$ cat config.mk
export PLATFORM = sky130hd
export DESIGN_NAME = alu_mdu
export DESIGN_NICKNAME = d
export VERILOG_FILES = /design/src/rtl/alu_pkg.sv /design/src/rtl/alu_mdu_iter.sv /design/src/rtl/alu_mdu.sv
export SDC_FILE = /design/constraint.sdc
export NUM_CORES = 1
export LEC_CHECK = 0
export CORE_ASPECT_RATIO = 1.2
export CORE_MARGIN = 3
export CORE_UTILIZATION = 57
export CTS_BUF_LIST = sky130_fd_sc_hd__clkbuf_4 sky130_fd_sc_hd__clkbuf_8
export DETAILED_ROUTE_END_ITERATION = 16
export PLACE_DENSITY = 0.84
export SYNTH_ARGS = -nofsm -noshare
export SYNTH_HDL_FRONTEND = slang
export SYNTH_SLANG_ARGS = --single-unit
$ cat constraint.sdc
create_clock -name clock -period 4.26 [get_ports clock]
set_clock_uncertainty 0.05 [all_clocks]
set_input_delay 1.065 -clock clock [delete_from_list [all_inputs] [get_ports clock]]
set_output_delay 1.065 -clock clock [all_outputs]
set_load 0.01 [all_outputs]
$ cat src/rtl/alu_pkg.sv
// Shared op-codes, FSM state type and widths for the alu_mdu execution unit.
package alu_pkg;

    localparam int OP_W = 5;

    localparam logic [OP_W-1:0] OP_NOP   = 5'h00;
    localparam logic [OP_W-1:0] OP_ADD   = 5'h01;
    localparam logic [OP_W-1:0] OP_SUB   = 5'h02;
    localparam logic [OP_W-1:0] OP_AND   = 5'h03;
    localparam logic [OP_W-1:0] OP_OR    = 5'h04;
    localparam logic [OP_W-1:0] OP_NOR   = 5'h05;
    localparam logic [OP_W-1:0] OP_SLT   = 5'h06;
    localparam logic [OP_W-1:0] OP_SLL   = 5'h07;
    localparam logic [OP_W-1:0] OP_SRL   = 5'h08;
    localparam logic [OP_W-1:0] OP_SRA   = 5'h09;
    localparam logic [OP_W-1:0] OP_ADDU  = 5'h0A;
    localparam logic [OP_W-1:0] OP_SUBU  = 5'h0B;
    localparam logic [OP_W-1:0] OP_BGTZ  = 5'h0C;
    localparam logic [OP_W-1:0] OP_BGEZ  = 5'h0D;
    localparam logic [OP_W-1:0] OP_BNE   = 5'h0E;
    localparam logic [OP_W-1:0] OP_LUI   = 5'h0F;
    localparam logic [OP_W-1:0] OP_MULT  = 5'h10;
    localparam logic [OP_W-1:0] OP_MULTU = 5'h11;
    localparam logic [OP_W-1:0] OP_DIV   = 5'h12;
    localparam logic [OP_W-1:0] OP_DIVU  = 5'h13;
    localparam logic [OP_W-1:0] OP_MFHI  = 5'h14;
    localparam logic [OP_W-1:0] OP_MFLO  = 5'h15;
    localparam logic [OP_W-1:0] OP_SLTU  = 5'h16;

    typedef enum logic [1:0] {
        IDLE = 2'd0,
        BUSY = 2'd1,
        DONE = 2'd2
    } state_e;

endpackage

$ cat src/rtl/alu_mdu_iter.sv
// Iterative shift-add multiplier / restoring divider, one bit per cycle on a shared
// 2*WIDTH accumulator. Operands are converted to magnitudes on start; signs are re-applied on the outputs.
module alu_mdu_iter
    import alu_pkg::*;
#(
    parameter int WIDTH = 32
) (
    input  logic             clock,
    input  logic             reset_n,
    input  logic             start,
    input  logic             is_div,
    input  logic             is_signed,
    input  logic [WIDTH-1:0] a,
    input  logic [WIDTH-1:0] b,
    output logic             done,
    output logic [WIDTH-1:0] res_hi,
    output logic [WIDTH-1:0] res_lo
);

    localparam int CNT_W = $clog2(WIDTH);

    logic [2*WIDTH-1:0] acc_q, acc_d;
    logic [WIDTH-1:0]   opnd_q, opnd_d;
    logic [CNT_W-1:0]   count_q, count_d;
    logic               busy_q, busy_d;
    logic               div_q, div_d;
    logic               neg_lo_q, neg_lo_d;
    logic               neg_hi_q, neg_hi_d;

    logic               a_neg, b_neg;
    logic [WIDTH-1:0]   a_mag, b_mag;
    logic [WIDTH:0]     add_sum;
    logic [WIDTH:0]     rem_trial;
    logic [WIDTH:0]     sub_diff;
    logic [2*WIDTH-1:0] prod_fix;

    always_comb begin
        a_neg     = is_signed && a[WIDTH-1];
        b_neg     = is_signed && b[WIDTH-1];
        a_mag     = a_neg ? -a : a;
        b_mag     = b_neg ? -b : b;
        add_sum   = {1'b0, acc_q[2*WIDTH-1:WIDTH]} + {1'b0, opnd_q};
        rem_trial = acc_q[2*WIDTH-1:WIDTH-1];
        sub_diff  = rem_trial - {1'b0, opnd_q};

        acc_d    = acc_q;
        opnd_d   = opnd_q;
        count_d  = count_q;
        busy_d   = busy_q;
        div_d    = div_q;
        neg_lo_d = neg_lo_q;
        neg_hi_d = neg_hi_q;

        if (start) begin
            count_d = '1;
            div_d   = is_div;
            opnd_d  = b_mag;
            // A zero divisor finishes immediately with the raw dividend in the upper half.
            if (is_div && (b == '0)) begin
                busy_d   = 1'b0;
                acc_d    = {a, {WIDTH{1'b1}}};
                neg_lo_d = 1'b0;
                neg_hi_d = 1'b0;
            end else begin
                busy_d   = 1'b1;
                acc_d    = {{WIDTH{1'b0}}, a_mag};
                neg_lo_d = a_neg ^ b_neg;
                neg_hi_d = a_neg;
            end
        end else if (busy_q) begin
            if (div_q) begin
                if (!sub_diff[WIDTH]) begin
                    acc_d = {sub_diff[WIDTH-1:0], acc_q[WIDTH-2:0], 1'b1};
                end else begin
                    acc_d = {rem_trial[WIDTH-1:0], acc_q[WIDTH-2:0], 1'b0};
                end
            end else begin
                acc_d = acc_q[0] ? {add_sum, acc_q[WIDTH-1:1]}
                                 : {1'b0, acc_q[2*WIDTH-1:1]};
            end
            count_d = count_q - CNT_W'(1);
            if (count_q == '0) begin
                busy_d = 1'b0;
            end
        end
    end

    always_ff @(posedge clock) begin
        if (!reset_n) begin
            acc_q    <= '0;
            opnd_q   <= '0;
            count_q  <= '0;
            busy_q   <= 1'b0;
            div_q    <= 1'b0;
            neg_lo_q <= 1'b0;
            neg_hi_q <= 1'b0;
        end else begin
            acc_q    <= acc_d;
            opnd_q   <= opnd_d;
            count_q  <= count_d;
            busy_q   <= busy_d;
            div_q    <= div_d;
            neg_lo_q <= neg_lo_d;
            neg_hi_q <= neg_hi_d;
        end
    end

    assign done = busy_q && (count_q == '0);

    // Quotient follows the XOR of the operand signs, remainder follows the dividend.
    always_comb begin
        prod_fix = neg_lo_q ? -acc_q : acc_q;
        if (div_q) begin
            res_lo = neg_lo_q ? -acc_q[WIDTH-1:0] : acc_q[WIDTH-1:0];
            res_hi = neg_hi_q ? -acc_q[2*WIDTH-1:WIDTH] : acc_q[2*WIDTH-1:WIDTH];
        end else begin
            res_lo = prod_fix[WIDTH-1:0];
            res_hi = prod_fix[2*WIDTH-1:WIDTH];
        end
    end

endmodule

$ cat src/rtl/alu_mdu.sv
// EX-stage integer unit: single-cycle ALU plus optional iterative multiply/divide with HI/LO.
// Define ALU_MDU_EN to build the multiply/divide unit; otherwise its op-codes are illegal.
module alu_mdu
    import alu_pkg::*;
#(
    parameter int WIDTH   = 32,
    parameter int SHAMT_W = 5
) (
    input  logic               clock,
    input  logic               reset_n,
    input  logic               in_valid,
    output logic               in_ready,
    input  logic [OP_W-1:0]    op,
    input  logic [WIDTH-1:0]   rs,
    input  logic [WIDTH-1:0]   rt,
    input  logic [SHAMT_W-1:0] shamt,
    output logic               out_valid,
    output logic [WIDTH-1:0]   result,
    output logic               zero,
    output logic               overflow,
    output logic               illegal,
    output logic [WIDTH-1:0]   hi,
    output logic [WIDTH-1:0]   lo
);

    logic             out_valid_q, out_valid_d;
    logic [WIDTH-1:0] result_q, result_d;
    logic             zero_q, zero_d;
    logic             overflow_q, overflow_d;
    logic             illegal_q, illegal_d;

    logic [WIDTH-1:0] sum, diff;
    logic [WIDTH-1:0] alu_result;
    logic             alu_zero, alu_ovf, alu_illegal;
    logic             is_mdu;

`ifdef ALU_MDU_EN
    state_e           state_q, state_d;
    logic [WIDTH-1:0] hi_q, hi_d;
    logic [WIDTH-1:0] lo_q, lo_d;
    logic             mdu_start, is_div_op, mdu_signed;
    logic             iter_done;
    logic [WIDTH-1:0] iter_hi, iter_lo;

    assign is_mdu     = (op == OP_MULT) || (op == OP_MULTU) || (op == OP_DIV) || (op == OP_DIVU);
    assign is_div_op  = (op == OP_DIV) || (op == OP_DIVU);
    assign mdu_signed = (op == OP_MULT) || (op == OP_DIV);
    assign in_ready   = (state_q == IDLE);
    assign hi         = hi_q;
    assign lo         = lo_q;

    alu_mdu_iter #(
        .WIDTH(WIDTH)
    ) u_iter (
        .clock    (clock),
        .reset_n  (reset_n),
        .start    (mdu_start),
        .is_div   (is_div_op),
        .is_signed(mdu_signed),
        .a        (rs),
        .b        (rt),
        .done     (iter_done),
        .res_hi   (iter_hi),
        .res_lo   (iter_lo)
    );
`else
    assign is_mdu   = 1'b0;
    assign in_ready = 1'b1;
    assign hi       = '0;
    assign lo       = '0;
`endif

    always_comb begin
        sum         = rs + rt;
        diff        = rs - rt;
        alu_result  = '0;
        alu_zero    = 1'b0;
        alu_ovf     = 1'b0;
        alu_illegal = 1'b0;
        case (op)
            OP_NOP:  ;
            OP_ADD: begin
                alu_result = sum;
                alu_ovf    = (rs[WIDTH-1] == rt[WIDTH-1]) && (sum[WIDTH-1] != rs[WIDTH-1]);
            end
            OP_SUB: begin
                alu_result = diff;
                alu_zero   = (diff == '0);
                alu_ovf    = (rs[WIDTH-1] != rt[WIDTH-1]) && (diff[WIDTH-1] != rs[WIDTH-1]);
            end
            OP_AND:  alu_result = rs & rt;
            OP_OR:   alu_result = rs | rt;
            OP_NOR:  alu_result = ~(rs | rt);
            OP_SLT:  alu_result = {{(WIDTH-1){1'b0}}, ($signed(rs) < $signed(rt))};
            OP_SLTU: alu_result = {{(WIDTH-1){1'b0}}, (rs < rt)};
            OP_SLL:  alu_result = rt << shamt;
            OP_SRL:  alu_result = rt >> shamt;
            OP_SRA:  alu_result = $signed(rt) >>> shamt;
            OP_ADDU: alu_result = sum;
            OP_SUBU: begin
                alu_result = diff;
                alu_zero   = (diff == '0);
            end
            OP_BGTZ: alu_zero = !rs[WIDTH-1] && (rs != '0);
            OP_BGEZ: alu_zero = !rs[WIDTH-1];
            OP_BNE:  alu_zero = (rs != rt);
            OP_LUI:  alu_result = rt << (WIDTH / 2);
`ifdef ALU_MDU_EN
            OP_MULT, OP_MULTU, OP_DIV, OP_DIVU: ;
            OP_MFHI: alu_result = hi_q;
            OP_MFLO: alu_result = lo_q;
`endif
            default: alu_illegal = 1'b1;
        endcase
    end

    // Result flags hold between completions; only out_valid is a pulse.
    always_comb begin
        out_valid_d = 1'b0;
        result_d    = result_q;
        zero_d      = zero_q;
        overflow_d  = overflow_q;
        illegal_d   = illegal_q;

        if (in_valid && in_ready && !is_mdu) begin
            out_valid_d = 1'b1;
            result_d    = alu_result;
            zero_d      = alu_zero;
            overflow_d  = alu_ovf;
            illegal_d   = alu_illegal;
        end

`ifdef ALU_MDU_EN
        state_d   = state_q;
        hi_d      = hi_q;
        lo_d      = lo_q;
        mdu_start = 1'b0;
        case (state_q)
            IDLE: begin
                if (in_valid && is_mdu) begin
                    mdu_start = 1'b1;
                    state_d   = (is_div_op && (rt == '0)) ? DONE : BUSY;
                end
            end
            BUSY: begin
                if (iter_done) begin
                    state_d = DONE;
                end
            end
            DONE: begin
                out_valid_d = 1'b1;
                result_d    = iter_lo;
                zero_d      = 1'b0;
                overflow_d  = 1'b0;
                illegal_d   = 1'b0;
                hi_d        = iter_hi;
                lo_d        = iter_lo;
                state_d     = IDLE;
            end
            default: state_d = IDLE;
        endcase
`endif
    end

    always_ff @(posedge clock) begin
        if (!reset_n) begin
            out_valid_q <= 1'b0;
            result_q    <= '0;
            zero_q      <= 1'b0;
            overflow_q  <= 1'b0;
            illegal_q   <= 1'b0;
        end else begin
            out_valid_q <= out_valid_d;
            result_q    <= result_d;
            zero_q      <= zero_d;
            overflow_q  <= overflow_d;
            illegal_q   <= illegal_d;
        end
    end

`ifdef ALU_MDU_EN
    always_ff @(posedge clock) begin
        if (!reset_n) begin
            state_q <= IDLE;
            hi_q    <= '0;
            lo_q    <= '0;
        end else begin
            state_q <= state_d;
            hi_q    <= hi_d;
            lo_q    <= lo_d;
        end
    end
`endif

    assign out_valid = out_valid_q;
    assign result    = result_q;
    assign zero      = zero_q;
    assign overflow  = overflow_q;
    assign illegal   = illegal_q;

endmodule

==> metrics.md, run 1 <==
| Metric | Value |
|---|---|
| Count of cell types in the netlist | `93` |
| Ys async rst share | `0%` |
| Status | `aborted with a tool error` |
| Die height | `157 µm` |
| Global route overflow | `4` |
| WEP type | `register input` |
| GRT worst endpoint | `zero$_SDFFE_PN0P_/D` |
| Port bufs | `about 110` |
| Synth Instances | `between 1500 and 2000` |
| CTS Hold Bufs | `0` |
| Synthesis Warnings | `0` |
| Largest net degree at the start of global routing | `58` |
| Root buffer cell | `clkbuf_8` |
| Yosys reg bits | `36` |
| First error | `[ERROR GRT-0232] Routing congestion too high. Check the congestion heatmap in the GUI.` |
| I/O pins | `around 180` |
| Clock H-tree levels | `2` |
| GP Congestion | `~1.3` |
| Halt Stage | `global routing (5_1_grt)` |
| Rows | `54` |
| Hpwl dp | `42400 µm` |
| Syn Area/Cell | `~6.9 µm²` |
| TritonCTS buffer count | `5` |
| Mapped Area | `about 11000 µm²` |
| Starting Density | `about three fifths` |
| Sinks on Clock Net | `36` |
| GRT Util Overall | `a little over three fifths` |
| Sequential-to-total area share from yosys stat | `6.61%` |
| Clk buf depth | `2` |
| Post-synth EDFFs | `0` |
| Die X | `132 µm` |
| Ys flop type | `dfxtp_1` |
-- stage by stage --
step,setup slack [ps],cells,instance area [µm²],hold slack [ps]
floorplan,332,1644,11100,433
global placement,-437,2165,14200,383
detailed placement,-694,2165,14200,394
CTS,0.397,2180,14500,416
-- synthesized netlist by cell type (20+ instances only) --
cell | count | area, µm²
a221oi_1 | 42 | 368
nor3_1 | 39 | 195
a21o_1 | 22 | 165
nand3_1 | 27 | 135
nor2_1 | 175 | 657
nand2b_1 | 20 | 125
clkbuf_1 | 76 | 285
nand2_1 | 120 | 450
ha_1 | 96 | 1200
buf_4 | 66 | 495
mux2i_1 | 91 | 911
dfxtp_1 | 36 | 721
o21ai_0 | 132 | 661
a21oi_1 | 109 | 546
o211ai_1 | 23 | 173
inv_1 | 96 | 360
xnor2_1 | 29 | 254
-- per-layer routing --
metal	global-route usage, %	overflow
met1	61.7	0
met2	80.1	1
met3	49.4	0
met4	60.9	3
met5	18.3	0
-- what timing repair did --
action	in CTS
setup buffers	7
resized for setup	34
pin swaps	21
setup endpoints to repair	13
endpoints found under the hold margin	0
-- cells by family after synthesis --
group / after synthesis / share of synthesized area (%)
buffers and inverters: 270 / 11.8
AO/OA/AOI/OAI: 529 / 33.1
XOR/XNOR: 32 / 2.64
other: 2 / 0.0689
multiplexers: 114 / 12.5
adder cells (fa/ha/maj): 98 / 11.4
AND/OR/NAND/NOR: 500 / 21.9
flip-flops: 36 / 6.61
==> run 2, diff against run 1 <==
Settings changed: CORE_ASPECT_RATIO 1.2 to default, CORE_UTILIZATION 57 to 40, CTS_BUF_LIST sky130_fd_sc_hd__clkbuf_4 sky130_fd_sc_hd__clkbuf_8 to default, PLACE_DENSITY 0.84 to default, PLACE_DENSITY_LB_ADDON from default to 0.15.
==> metrics.md, run 2 <==
| Metric | Value |
|---|---|
| Synthesis Warnings | `0 (unchanged)` |
| Worst Hold Class | `reg -> reg` |
| Clock power frac | `between 10 and 15%` |
| GRT met2 Usage | `between 60% and 70%` |
| Pint | `1.50 mW` |
| Pin slew with the least headroom to its limit | `939 ps` |
| PD cells | `~180 nW/µm²` |
| Layout area overhead | `45.5%` |
| Main area contributors after synthesis | `ha_1 (11%), mux2i_1 (8.4%), dfxtp_1 (6.6%), o21ai_0 (6.1%), nor2_1 (6.0%)` |
| Critical path fanouts, max | `4` |
| Endpoint, Worst Hold | `result[14]` |
| Syn Area/Cell | `6.89 µm² (unchanged)` |
| Rel. slew slack | `between 30% and 40%` |
| Max VDD drop | `around 0.13 mV` |
| Wirelength, routed | `slightly above 60000 µm` |
| Core box area | `~26000 µm²` |
| Sinks on Clock Net | `36 (unchanged)` |
| CP delay by family, top | `simple AND/OR/NAND/NOR gates` |
| Most common cell in the netlist | `nor2_1` |
| R2R cell count | `2` |
| First-pass GRT wire length | `~89000 µm` |
| Final period util | `approximately 100%` |
| Data arrival time of the critical path | `between 4000 and 5000 ps` |
| Worst-path clk slew | `approximately 70 ps` |
| Crit-path cells | `clkdlybuf4s50_1 -> inv_1 -> ha_4 -> buf_4 -> nor2b_1 -> o21ai_1 -> buf_4 -> o311ai_1 -> or3_1 -> nor4_2 -> and4_1 -> nand4_1 -> or4_4 -> o21ai_2` |
| RR Startpoint | `result[18]` |
| Vias per cell | `around 6.3` |
| Top post-synthesis cells by count | `nor2_1 (175), o21ai_0 (132), nand2_1 (120), a21oi_1 (109)` |
| Starting Density | `41.2% (-18 points)` |
| Slowest library cell on the worst path | `or4_4` |
| RSZ-0062 raised after global routing | `yes` |
| CTS Hold Bufs | `0 (unchanged)` |
| Worst hold start | `result[14]` |
| Root buffer cell | `clkbuf_16` |
| Sequential fraction of design power | `12.3%` |
| Peak Freq | `0.235 GHz` |
| Max reg flops | `32` |
| Later-pin clock latency in the skew report | `about 310 ps` |
| WP buf/inv | `4` |
| Worst hold path depth | `2` |
| 1st-iter DRT viols | `2203` |
| End of the worst register-to-register path | `result[18]` |
| Post-route DRC | `0` |
| Clock H-tree levels | `2 (unchanged)` |
| Met3 GRT Util | `between 7 and 8%` |
| DR WL/cell | `about 26 µm` |
| Final setup fails | `0` |
| Crit-path most repeated cell | `buf_4` |
| Total power | `approximately 2.9 mW` |
| Die height | `171 µm (+8.6%)` |
| GRT Util Overall | `40.8%` |
| Critical path endpoint category | `flop` |
| Final Util | `between 50% and 60%` |
| Share of layout cells above drive strength 1 | `29.1%` |
| Rows | `59 (+9.3%)` |
| Startpoint types | `input pin` |
| Vias in the first global route | `~14000` |
| Setup WS post-layout | `roughly 3.8 ps` |
| GR Util met1 | `a little over half` |
| Drt first pass iters | `5` |
| Clk buf depth | `2 (unchanged)` |
| Final Critical Period | `4260 ps` |
| Fill count | `about 2500` |
| Global route overflow | `0` |
| Mapped Area | `10900 µm² (unchanged)` |
| Most common cell after layout, fill and taps aside | `buf_4` |
| Synth top area share | `11.0% (unchanged)` |
| Critical path class | `in -> reg` |
| Hpwl dp | `51900 µm (+22%)` |
| Critical Path Stages | `14` |
| Hold slack final | `approximately 410 ps` |
| Reg2Reg Setup Slack | `3220 ps` |
| Max-cap check violation count | `0` |
| Switching power | `between 1 and 1.5 mW` |
| Most frequent cells in the layout | `buf_4 (426), nor2_1 (170), o21ai_0 (126), nand2_1 (120), a21oi_1 (104)` |
| CTS tree | `yes` |
| Initial antenna violation count | `4` |
| GP Congestion | `1.10 (-17%)` |
| Port bufs | `112 (unchanged)` |
| TritonCTS buffer count | `5 (unchanged)` |
| Die X | `171 µm (+29%)` |
| Ys flop type | `dfxtp_1` |
| I/O pins | `178 (unchanged)` |
| Final hold violation count | `0` |
| Yosys reg bits | `36 (unchanged)` |
| Net Sw Frac | `a little under half` |
| Largest net degree at the start of global routing | `40` |
| Die area | `roughly 29000 µm²` |
| # nets final | `2203` |
| Post-synth EDFFs | `0 (unchanged)` |
| Worst stage delay on the critical path | `approximately 580 ps` |
| Synth Instances | `1581 (unchanged)` |
| Combinational fraction of design power | `between 70% and 80%` |
| Sequential-to-total area share from yosys stat | `6.61% (unchanged)` |
| Ys async rst share | `0% (unchanged)` |
| Count of cell types in the netlist | `93 (unchanged)` |
| DRT antenna net count | `0` |
| Largest area contributor in the netlist | `ha_1` |
| Busiest layer in global routing | `met2` |
| Critical Path RT | `about 4500 ps` |
| DR vias | `around 15000` |
| Place WS | `-786 ps (-91.6 ps)` |
| Slew Viols, Final | `0` |
| Status | `completed` |
| Leakage | `approximately 7.3 nW` |
==> run 2: how the worst max path moves through the flow <==
| stage | startpoint | endpoint | slack, ps |
|---|---|---|---|
| final | rs[16] | zero | 4 |
| after global routing | rs[11] | zero | -50 |
| after CTS | rs[5] | zero | 4 |
| after detailed placement | rs[0] | zero | -790 |
| after global placement | rt[7] | zero | -720 |
| after floorplan | rs[0] | zero | 330 |
==> run 2: repair_timing <==
| action | in CTS | in global routing |
|---|---|---|
| setup endpoints to repair | 17 | 12 |
| buffers inserted | 7 | 8 |
| cloned | 0 | 0 |
| pin swaps | 22 | 25 |
| gates resized for setup | 87 | 60 |
==> run 2: area by class of cell <==
| class | count | area [µm²] | area share (%) |
|---|---|---|---|
| Sequential cell | 36 | 721 | 4.55 |
| Inverter | 98 | 368 | 2.32 |
| Antenna cell | 1 | 2.50 | 0.0158 |
| Multi-Input combinational cell | 1338 | 9710 | 61.3 |
| Timing Repair Buffer | 549 | 4490 | 28.3 |
| Clock buffer | 5 | 125 | 0.789 |
| Clock inverter | 3 | 18.8 | 0.118 |
| Tap cell | 335 | 419 | 2.64 |
==> run 2: worst min-delay path: cells and delay by family, from the launching register on <==
family / cells / cell delay, ps
compound gates: 1 / 60
flops: 1 / 330
simple gates: 1 / 40
==> run 2: cells by family (layout without fill, tap and decap cells) <==
kind of cell | Yosys count | count (layout) | synth area share, %
xor+xnor | 32 | 32 | 2.64
other cells | 2 | 66 | 0.0689
fa+ha+maj | 98 | 98 | 11.4
buf+inv | 270 | 655 | 11.8
simple gates | 500 | 500 | 21.9
mux | 114 | 114 | 12.5
flops | 36 | 36 | 6.61
compound gates | 529 | 529 | 33.1
==> run 2: layer usage <==
| layer | wire length [µm] | vias to the layer above |
|---|---|---|
| li1 | - | 6642 |
| met2 | 26900 | 1010 |
| met3 | 6470 | 205 |
| met1 | 24700 | 7033 |
| met5 | 16 | - |
| met4 | 4190 | 2 |
==> run 2: power by group through the flow <==
stage | Combinational [mW] | Clock [mW] | Sequential [mW]
finish | 2.10 | 0.423 | 0.353
global route | 2.21 | 0.435 | 0.355
CTS | 1.98 | 0.428 | 0.354
detailed placement | 1.91 | 0 | 0.361
global placement | 1.91 | 0 | 0.361
floorplan | 0.970 | 0 | 0.366
==> run 2: through the flow <==
stage / setup TNS [ps] / instance area (µm²) / cells
6_report: 0 / 15900 / 2365
5_1_grt: -46.1 / 15900 / 2364
4_1_cts: 0 / 15500 / 2356
3_5_place_dp: -9940 / 15000 / 2341
3_3_place_gp: -9030 / 15000 / 2341
2_1_floorplan: 0 / 11100 / 1644
Power figures use the tool's default switching activity.
==> run 3, diff against run 2 <==
Settings changed: ABC_AREA from default to 0.
==> results of run 3 <==
Same layout as run 2: the final DEF is identical, and so are final timing and power.
